--- config.mk ---
export PLATFORM = sky130hd
export DESIGN_NAME = alu_seq
export DESIGN_NICKNAME = d
export VERILOG_FILES = /design/src/rtl/alu_seq.sv
export SDC_FILE = /design/constraint.sdc
export NUM_CORES = 1
export LEC_CHECK = 0
export CAP_MARGIN = 5
export CORE_UTILIZATION = 45
export CTS_CLUSTER_SIZE = 30
export DETAILED_ROUTE_END_ITERATION = 8
export GPL_ROUTABILITY_DRIVEN = 0
export PLACE_DENSITY = 0.72
export REMOVE_ABC_BUFFERS = 1
export SYNTH_ARGS = -nofsm -noshare
export SYNTH_HDL_FRONTEND = slang
export SYNTH_SLANG_ARGS = --single-unit
--- constraint.sdc ---
create_clock -name clk -period 8 [get_ports clk]
set_clock_uncertainty 0.1 [all_clocks]
set_input_delay 1.6 -clock clk [delete_from_list [all_inputs] [get_ports clk]]
set_output_delay 1.6 -clock clk [all_outputs]
set_load 0.03 [all_outputs]
--- src/rtl/alu_seq.sv ---
// -----------------------------------------------------------------------------
// alu_seq : sequential signed ALU with valid/ready handshakes.
//
// One operand set is accepted when in_valid && in_ready. ADD, SUB, AND, OR and
// unsupported opcodes finish in a single cycle. MUL (and DIV when enabled) run
// one iteration per cycle for WIDTH+1 cycles. The result is held in DONE until
// out_ready is seen high.
//
// Optional feature: define ALU_SEQ_DIV_EN to add signed restoring division
// (op 3'b110). When the macro is undefined, op 3'b110 is unsupported and no
// divider logic is built.
//
// Ports
//   clk        clock, all state updates on the rising edge
//   rst        synchronous active-high reset
//   in_valid   operand set presented
//   in_ready   block accepts an operand set this cycle (IDLE only)
//   in1, in2   signed WIDTH-bit operands
//   op         001 ADD, 010 SUB, 011 MUL, 100 AND, 101 OR, 110 DIV (optional)
//   out_valid  result and flags valid (DONE only)
//   out_ready  consumer takes the result
//   out        signed WIDTH-bit result
//   flags      {negative, zero, carry, overflow}
//   busy       high whenever the block is not IDLE
// -----------------------------------------------------------------------------
module alu_seq #(
    parameter int WIDTH = 16
) (
    input  logic             clk,
    input  logic             rst,
    input  logic             in_valid,
    output logic             in_ready,
    input  logic [WIDTH-1:0] in1,
    input  logic [WIDTH-1:0] in2,
    input  logic [2:0]       op,
    output logic             out_valid,
    input  logic             out_ready,
    output logic [WIDTH-1:0] out,
    output logic [3:0]       flags,
    output logic             busy
);

    // Internal results carry one extra bit above the operand width.
    localparam int RW = WIDTH + 1;
    localparam int CW = $clog2(WIDTH + 2);
    localparam logic [CW-1:0] LAST_ITER = CW'(WIDTH);

    typedef enum logic [1:0] {
        IDLE,
        BUSY,
        DONE
    } state_t;

    typedef enum logic [2:0] {
        OP_ADD = 3'b001,
        OP_SUB = 3'b010,
        OP_MUL = 3'b011,
        OP_AND = 3'b100,
        OP_OR  = 3'b101,
        OP_DIV = 3'b110
    } op_t;

    // {N, Z, C, V}: carry is the extension bit, overflow is set when the
    // extension bit disagrees with the WIDTH-bit sign bit.
    function automatic logic [3:0] calc_flags(input logic [RW-1:0] r);
        return {r[WIDTH-1], (r == '0), r[WIDTH], r[WIDTH] ^ r[WIDTH-1]};
    endfunction

    state_t          state_q, state_d;
    logic            in_ready_q, in_ready_d;
    logic            out_valid_q, out_valid_d;
    logic            busy_q, busy_d;
    logic [WIDTH-1:0] out_q, out_d;
    logic [3:0]      flags_q, flags_d;
    logic [2:0]      op_q, op_d;
    logic [CW-1:0]   cnt_q, cnt_d;

    // Shift-add multiplier state.
    logic [RW-1:0]   mcand_q, mcand_d;
    logic [RW-1:0]   mplier_q, mplier_d;
    logic [RW-1:0]   acc_q, acc_d;

`ifdef ALU_SEQ_DIV_EN
    // Restoring divider state, operating on magnitudes.
    logic [RW-1:0]   quo_q, quo_d;
    logic [RW-1:0]   rem_q, rem_d;
    logic [RW-1:0]   dvsr_q, dvsr_d;
    logic            neg_q, neg_d;
    logic            dz_q, dz_d;
    logic [RW:0]     rem_sh;
    logic [RW:0]     rem_sub;
`endif

    logic [RW-1:0]   a_ext, b_ext;
    logic [RW-1:0]   quick_res;
    logic [RW-1:0]   fin_res;
    logic            is_iter;

    assign a_ext = {in1[WIDTH-1], in1};
    assign b_ext = {in2[WIDTH-1], in2};

    always_comb begin
        // NOTE: every variable gets a default first so no path leaves it
        // unassigned, which would otherwise infer a latch.
        state_d     = state_q;
        op_d        = op_q;
        cnt_d       = cnt_q;
        out_d       = out_q;
        flags_d     = flags_q;
        mcand_d     = mcand_q;
        mplier_d    = mplier_q;
        acc_d       = acc_q;
        quick_res   = '0;
        fin_res     = '0;
        is_iter     = (op == OP_MUL);
`ifdef ALU_SEQ_DIV_EN
        quo_d       = quo_q;
        rem_d       = rem_q;
        dvsr_d      = dvsr_q;
        neg_d       = neg_q;
        dz_d        = dz_q;
        rem_sh      = {rem_q, quo_q[WIDTH]};
        rem_sub     = rem_sh - {1'b0, dvsr_q};
        is_iter     = (op == OP_MUL) || (op == OP_DIV);
`endif

        case (op)
            OP_ADD:  quick_res = a_ext + b_ext;
            OP_SUB:  quick_res = a_ext - b_ext;
            OP_AND:  quick_res = a_ext & b_ext;
            OP_OR:   quick_res = a_ext | b_ext;
            default: quick_res = '0;
        endcase

        case (state_q)
            IDLE: begin
                if (in_valid && in_ready_q) begin
                    op_d = op;
                    if (is_iter) begin
                        state_d  = BUSY;
                        cnt_d    = '0;
                        mcand_d  = a_ext;
                        mplier_d = b_ext;
                        acc_d    = '0;
`ifdef ALU_SEQ_DIV_EN
                        // Magnitudes fit in RW bits even for the most
                        // negative WIDTH-bit operand.
                        quo_d  = a_ext[WIDTH] ? -a_ext : a_ext;
                        dvsr_d = b_ext[WIDTH] ? -b_ext : b_ext;
                        rem_d  = '0;
                        neg_d  = a_ext[WIDTH] ^ b_ext[WIDTH];
                        dz_d   = (in2 == '0);
`endif
                    end else begin
                        state_d = DONE;
                        out_d   = quick_res[WIDTH-1:0];
                        flags_d = calc_flags(quick_res);
                    end
                end
            end

            BUSY: begin
                // One multiplier bit per cycle; sums wrap modulo 2^RW, which
                // gives the signed product truncated to RW bits.
                acc_d    = acc_q + (mplier_q[0] ? mcand_q : '0);
                mcand_d  = mcand_q << 1;
                mplier_d = mplier_q >> 1;
`ifdef ALU_SEQ_DIV_EN
                // A clear top bit of rem_sub means the shifted remainder is
                // at least the divisor, so that quotient bit is 1.
                if (!rem_sub[RW]) begin
                    rem_d = rem_sub[RW-1:0];
                    quo_d = {quo_q[WIDTH-1:0], 1'b1};
                end else begin
                    rem_d = rem_sh[RW-1:0];
                    quo_d = {quo_q[WIDTH-1:0], 1'b0};
                end
`endif
                cnt_d = cnt_q + CW'(1);

                if (cnt_q == LAST_ITER) begin
                    state_d = DONE;
                    case (op_q)
                        OP_MUL:  fin_res = acc_d;
`ifdef ALU_SEQ_DIV_EN
                        OP_DIV:  fin_res = neg_q ? -quo_d : quo_d;
`endif
                        default: fin_res = '0;
                    endcase
                    out_d   = fin_res[WIDTH-1:0];
                    flags_d = calc_flags(fin_res);
`ifdef ALU_SEQ_DIV_EN
                    if (op_q == OP_DIV && dz_q) begin
                        out_d   = '0;
                        flags_d = 4'b0101;
                    end
`endif
                end
            end

            DONE: begin
                if (out_ready) begin
                    state_d = IDLE;
                end
            end

            default: state_d = IDLE;
        endcase

        // Handshake outputs are registered from the next state.
        in_ready_d  = (state_d == IDLE);
        out_valid_d = (state_d == DONE);
        busy_d      = (state_d != IDLE);
    end

    always_ff @(posedge clk) begin
        // NOTE: sequential state uses non-blocking assignments so every flop
        // samples values from before the edge.
        if (rst) begin
            state_q     <= IDLE;
            in_ready_q  <= 1'b1;
            out_valid_q <= 1'b0;
            busy_q      <= 1'b0;
            out_q       <= '0;
            flags_q     <= '0;
            op_q        <= '0;
            cnt_q       <= '0;
            mcand_q     <= '0;
            mplier_q    <= '0;
            acc_q       <= '0;
`ifdef ALU_SEQ_DIV_EN
            quo_q       <= '0;
            rem_q       <= '0;
            dvsr_q      <= '0;
            neg_q       <= 1'b0;
            dz_q        <= 1'b0;
`endif
        end else begin
            state_q     <= state_d;
            in_ready_q  <= in_ready_d;
            out_valid_q <= out_valid_d;
            busy_q      <= busy_d;
            out_q       <= out_d;
            flags_q     <= flags_d;
            op_q        <= op_d;
            cnt_q       <= cnt_d;
            mcand_q     <= mcand_d;
            mplier_q    <= mplier_d;
            acc_q       <= acc_d;
`ifdef ALU_SEQ_DIV_EN
            quo_q       <= quo_d;
            rem_q       <= rem_d;
            dvsr_q      <= dvsr_d;
            neg_q       <= neg_d;
            dz_q        <= dz_d;
`endif
        end
    end

    assign in_ready  = in_ready_q;
    assign out_valid = out_valid_q;
    assign busy      = busy_q;
    assign out       = out_q;
    assign flags     = flags_q;

endmodule

# Word level (Yosys, flattened, before mapping)
# Index checks and enable logic that the tools add are counted.
# totals
register_bits,84
in_bits,39
output_inout_bits,23
word_cells,73
# op_classes
n_addsub,4
eq_ne,14
mux,30
bitwise,4
reduce_logical,10
# op_table
op,n
17-bit two-way mux,10
17-bit case mux with 2 select lines,3
17-bit case mux with 4 select lines,1
16-bit two-way mux,3
17-bit zero test,2
16-bit case mux with 2 select lines,1
16-bit by 16-bit adder with 17-bit output,1
17-bit adder,1
17-bit bitwise AND,1
17-bit OR,1
16-bit by 16-bit subtractor with 17-bit output,1
4-bit two-way mux,3
5-bit two-way mux,2
5-bit case mux with 2 select lines,1
3-bit by 2-bit == test with 1-bit output (second input constant),3
2-bit two-way mux,4
2-bit inequality test (second input constant),4
4-bit case mux with 2 select lines,1
3-bit == test (second input constant),2
2-bit case mux with 3 select lines,1
5-bit by 1-bit adder with 5-bit output (second input constant),1
5-bit == test (second input constant),1
2-bit == test (second input constant),2
2-bit zero test,2
other kinds (8),10

# Depth between registers and ports, before layout
# depth
depth_word,8
mapped_depth,17

# Worst setup path after synthesis
# No wires, ideal clock.
# synth_timing
kind,input to register
start,in op[0]
end,reg flags_q[0] (netlist: flags[0])
setup_ps,79
arrival_time_ps,5246
slack_ps,2575
stages,16
path_buffers,4
path_cell_list,clkbuf_1 > clkbuf_1 > buf_1 > nand3b_1 > o31ai_1 > xor2_1 > ha_1 > clkbuf_1 > a21oi_1 > o21ai_0 > o41ai_1 > o21ai_0 > xnor2_1 > or3_1 > a21o_1 > a211oi_2
# synth_between
elab_chain_cells,6
elab_cells_between_ends,12
cone_classes,eq/ne: 6; mux: 4; bitwise: 1; reduce/logical: 1
# synth_lines
item,line_no,rtl
start: declaration,35,"input logic [2:0] op,"
"3-bit == test, or another cell as far along",127,case (op)
17-bit case mux with 4 select lines,127,
1-bit bitwise XOR,66,"return {r[WIDTH-1], (r == '0), r[WIDTH], r[WIDTH] ^ r[WIDTH-1]};"
4-bit two-way mux,139,if (is_iter) begin
4-bit two-way mux,137,if (in_valid && in_ready_q) begin
4-bit case mux with 2 select lines,135,case (state_q)
end signal: assignment,244,flags_q <= flags_d;
end: declaration,74,"logic [3:0] flags_q, flags_d;"
# Parallel ways exist; a longest one is shown, timed or not. The select of a mux whose other input is x is not followed.
# A chain may end at the register's enable or synchronous reset.

# Worst setup path in the final report
# layout_timing
start,in op[1]
end,reg flags_q[2] (netlist: flags[2])
# layout_between
elab_chain_cells,6
elab_cells_between_ends,12
cone_classes,eq/ne: 6; mux: 4; reduce/logical: 2
# layout_lines
item,line_no
"3-bit == test, or another cell as far along",127
17-bit case mux with 4 select lines,127
17-bit zero test,66
4-bit two-way mux,139
4-bit two-way mux,137
4-bit case mux with 2 select lines,135
# Parallel ways exist; a longest one is shown, timed or not. The select of a mux whose other input is x is not followed.

==> impl_metrics.csv <==
group,metric,value,unit
global_routing,grt_pass1_wl,28120,µm
worst_setup_path,r2r_slack,4.16,ns
logic_synthesis,synth_edf_count,0,
floorplan,core,13190,µm²
route,routed_wl,16810,µm
route,route.vias.total,5965,
route,drc,0,
placement,dp_cells,995,
logic_synthesis,yosys_most_used_dff,"dfxtp_1",
placement,dp_hpwl,12240,µm
min_path,hp-class,"reg2reg",
logic_synthesis,ys_async_sr_fraction,0,%
route,antenna_left,0,
global_routing,grt_overflow_total,0,
power_and_ir_drop,p_leak,2.778,nW
power_and_ir_drop,p_per_area,171.1,nW/µm²
floorplan,io_pins,62,
timing,slew_violations,0,
power_and_ir_drop,peakVddDrop,89.59,µV
timing,period_needed,5.711,ns
job,maxCapViolations,0,
floorplan,die_area,13990,µm²
floorplan,start_util,46.12,%
timing,grt_setup_unrepaired,"no",
floorplan,chipWidth,118.3,µm
clock_tree,htreeDepth,3,
power_and_ir_drop,power.total,1.213,mW
timing,fmax,175.1,MHz
timing,hold_violations,0,
placement,portBuffers,61,
floorplan,fp-row-count,42,
logic_synthesis,netlist_area,6083,µm²
outcome,status,"completed",
timing,setup_viol,0,
clock_tree,cts_buffers,9,
finish,final_cells,1011,
timing,slew_headroom,36.26,%
route,wire_per_inst,16.62,µm
worst_setup_path,required,8.18,ns
finish,areaGrowthSynthToFinish,16.50,%
global_routing,track_usage,24.79,%
global_routing,grt_pass1_vias,5577,
min_path,hold-path-endpoint,"mplier_q[4]",
worst_setup_path,start_kind,"input pin",
clock_tree,ctsResizeCount,0,
logic_synthesis,seq_area_frac_synth,27.31,%
global_routing,antenna_found_initial,0,
clock_tree,clk_path_buf_depth,2,
worst_setup_path,arrival,5.89,ns
timing,fin_crit_sh,71.39,%
clock_tree,cts_sinks,83,
min_path,holdCritStartpoint,"mplier_q[5]",
clock_tree,cts.clk_slew.worst_paths,0.06,ns
floorplan,dieHeight,118.3,µm
worst_setup_path,end_kind,"flop",
worst_setup_path,r2r_end,"flags[0]",
clock_tree,postCtsSetupBuffers,0,
timing,tns,0,ns
route,drtIter0Drc,453,
finish,mostFrequentLayoutCells,"nor2_1 (119), nand2_1 (104), dfxtp_1 (83)",
worst_setup_path,r2r_start,"mplier_q[0]",
worst_setup_path,cp_max_fo,9,
worst_setup_path,path_class,"in2reg",
finish,diodes,0,
clock_tree,hold_buffers,0,
worst_setup_path,reg2regPathDepth,12,
finish,drive_above_1_share,4.431,%
finish,fill_cells,1266,
logic_synthesis,syn_area_per_cell,7.566,µm²
logic_synthesis,ys_ff_latch,83,
min_path,hold_path_depth,2,
logic_synthesis,syn_inst,804,
clock_tree,cts_tree,"yes",
logic_synthesis,ys_warn_count,0,
global_routing,grt_max_degree,81,
finish,fin_nets,908,
timing,tightestPinTransition,0.9525,ns
logic_synthesis,ys_types,70,
clock_tree,root_buffer,"clkbuf_16",
route,via_per_inst,5.900,
clock_tree,clock_latency,0.35,ns
route,firstDrtPassIters,5,
finish,final_common_cell,"nor2_1",
-- state kept, by name, indices dropped and copies added (netlist names) --
| name | flops |
|---|---|
| cnt_q | 5 |
| flags | 3 |
| out | 16 |
| acc_q | 17 |
| mplier_q | 17 |
| mcand_q | 17 |
| state_q | 2 |
| in_ready | 1 |
| busy | 1 |
| out_valid | 1 |
| op_q | 3 |
-- metal layers --
layer / track usage [%] / wire [µm] / vias up
li1: - / - / 2987
met1: 32.65 / 7785 / 2781
met2: 40.59 / 7772 / 173
met3: 4.151 / 811 / 24
met4: 8.974 / 437 / 0
met5: 0 / 0 / -
-- worst max-delay path by stage --
stage	slack, ns	endpoint	startpoint	cells after the start
floorplan	2.93	flags[2]	in2[3]	13
global placement	2.07	flags[2]	op[0]	15
detailed placement	1.97	flags[2]	op[0]	15
CTS	2.32	flags[2]	op[1]	14
global route	1.84	out[15]	in2[3]	13
finish	2.29	flags[2]	op[1]	14
-- critical path, cell delays in order --
cell,delay (ns)
clkdlybuf4s50_1,0.63
nor3b_1,0.80
nor2_1,0.13
xnor2_1,0.17
ha_1,0.37
a211oi_1,0.41
nor4_1,0.15
nor2_1,0.12
or4b_2,0.59
a31oi_1,0.22
xor2_1,0.15
o21ai_0,0.12
nor4_1,0.29
o2bb2ai_1,0.14
-- final cells by class --
type,count,area (µm²),area share [%]
repair buffers,69,665.6,9.393
well taps,176,220.2,3.107
inverters,13,48.80,0.6886
flip-flops and latches,83,1662,23.45
multi-input cells,654,4183,59.02
clock inverters,1,30.03,0.4237
clock buffers,15,277.8,3.919
-- synth_stat cells (6+ instances only) --
cell,n,share of area (%)
nor2_1,120,7.4
a221oi_1,13,1.9
a22oi_1,19,2.3
a311oi_1,32,4.6
a21o_1,16,2.0
clkbuf_1,50,3.1
nand2b_1,9,0.93
nor3_1,28,2.3
dfxtp_1,83,27
o211ai_1,7,0.86
and2_1,20,2.1
inv_1,13,0.80
nand3_1,13,1.1
nand2_1,104,6.4
nor4_1,8,0.82
or4_1,6,0.74
a211oi_1,9,1.1
a21oi_1,40,3.3
o21ai_0,28,2.3
o31ai_1,7,0.86
xor2_1,18,2.6
maj3_1,15,2.5
ha_1,37,7.6
xnor2_1,21,3.0
-- per-stage QoR --
stage / utilization, % / area, µm² / hold WS (ns) / setup WS (ns)
final: 53.73 / 7087 / 0.3808 / 2.289
after global placement: 51.39 / 6779 / 0.3457 / 2.065
after floorplan: - / 5876 / 0.3301 / 2.934
after global routing: 53.73 / 7087 / 0.4051 / 1.840
after detailed placement: 51.39 / 6779 / 0.3708 / 1.970
after CTS: 53.73 / 7087 / 0.3849 / 2.316
-- where the power goes --
group	total [mW]	internal [mW]	switching [mW]	leakage, nW
clock network	0.438	0.268	0.170	0.150
logic	0.320	0.131	0.189	1.95
registers	0.454	0.438	0.0162	0.676
-- cell families (layout without fill, tap and decap cells) --
| logic type | Yosys count | after routing | share of synthesized area, % |
|---|---|---|---|
| flip-flops | 83 | 83 | 27.31 |
| AO/OA/AOI/OAI | 217 | 217 | 25.81 |
| multiplexers | 4 | 4 | 0.6582 |
| adder cells (fa/ha/maj) | 54 | 54 | 10.74 |
| XOR/XNOR | 39 | 39 | 5.615 |
| buffers and inverters | 67 | 98 | 4.216 |
| AND/OR/NAND/NOR | 340 | 340 | 25.65 |
(Power assumes the default switching activity.)
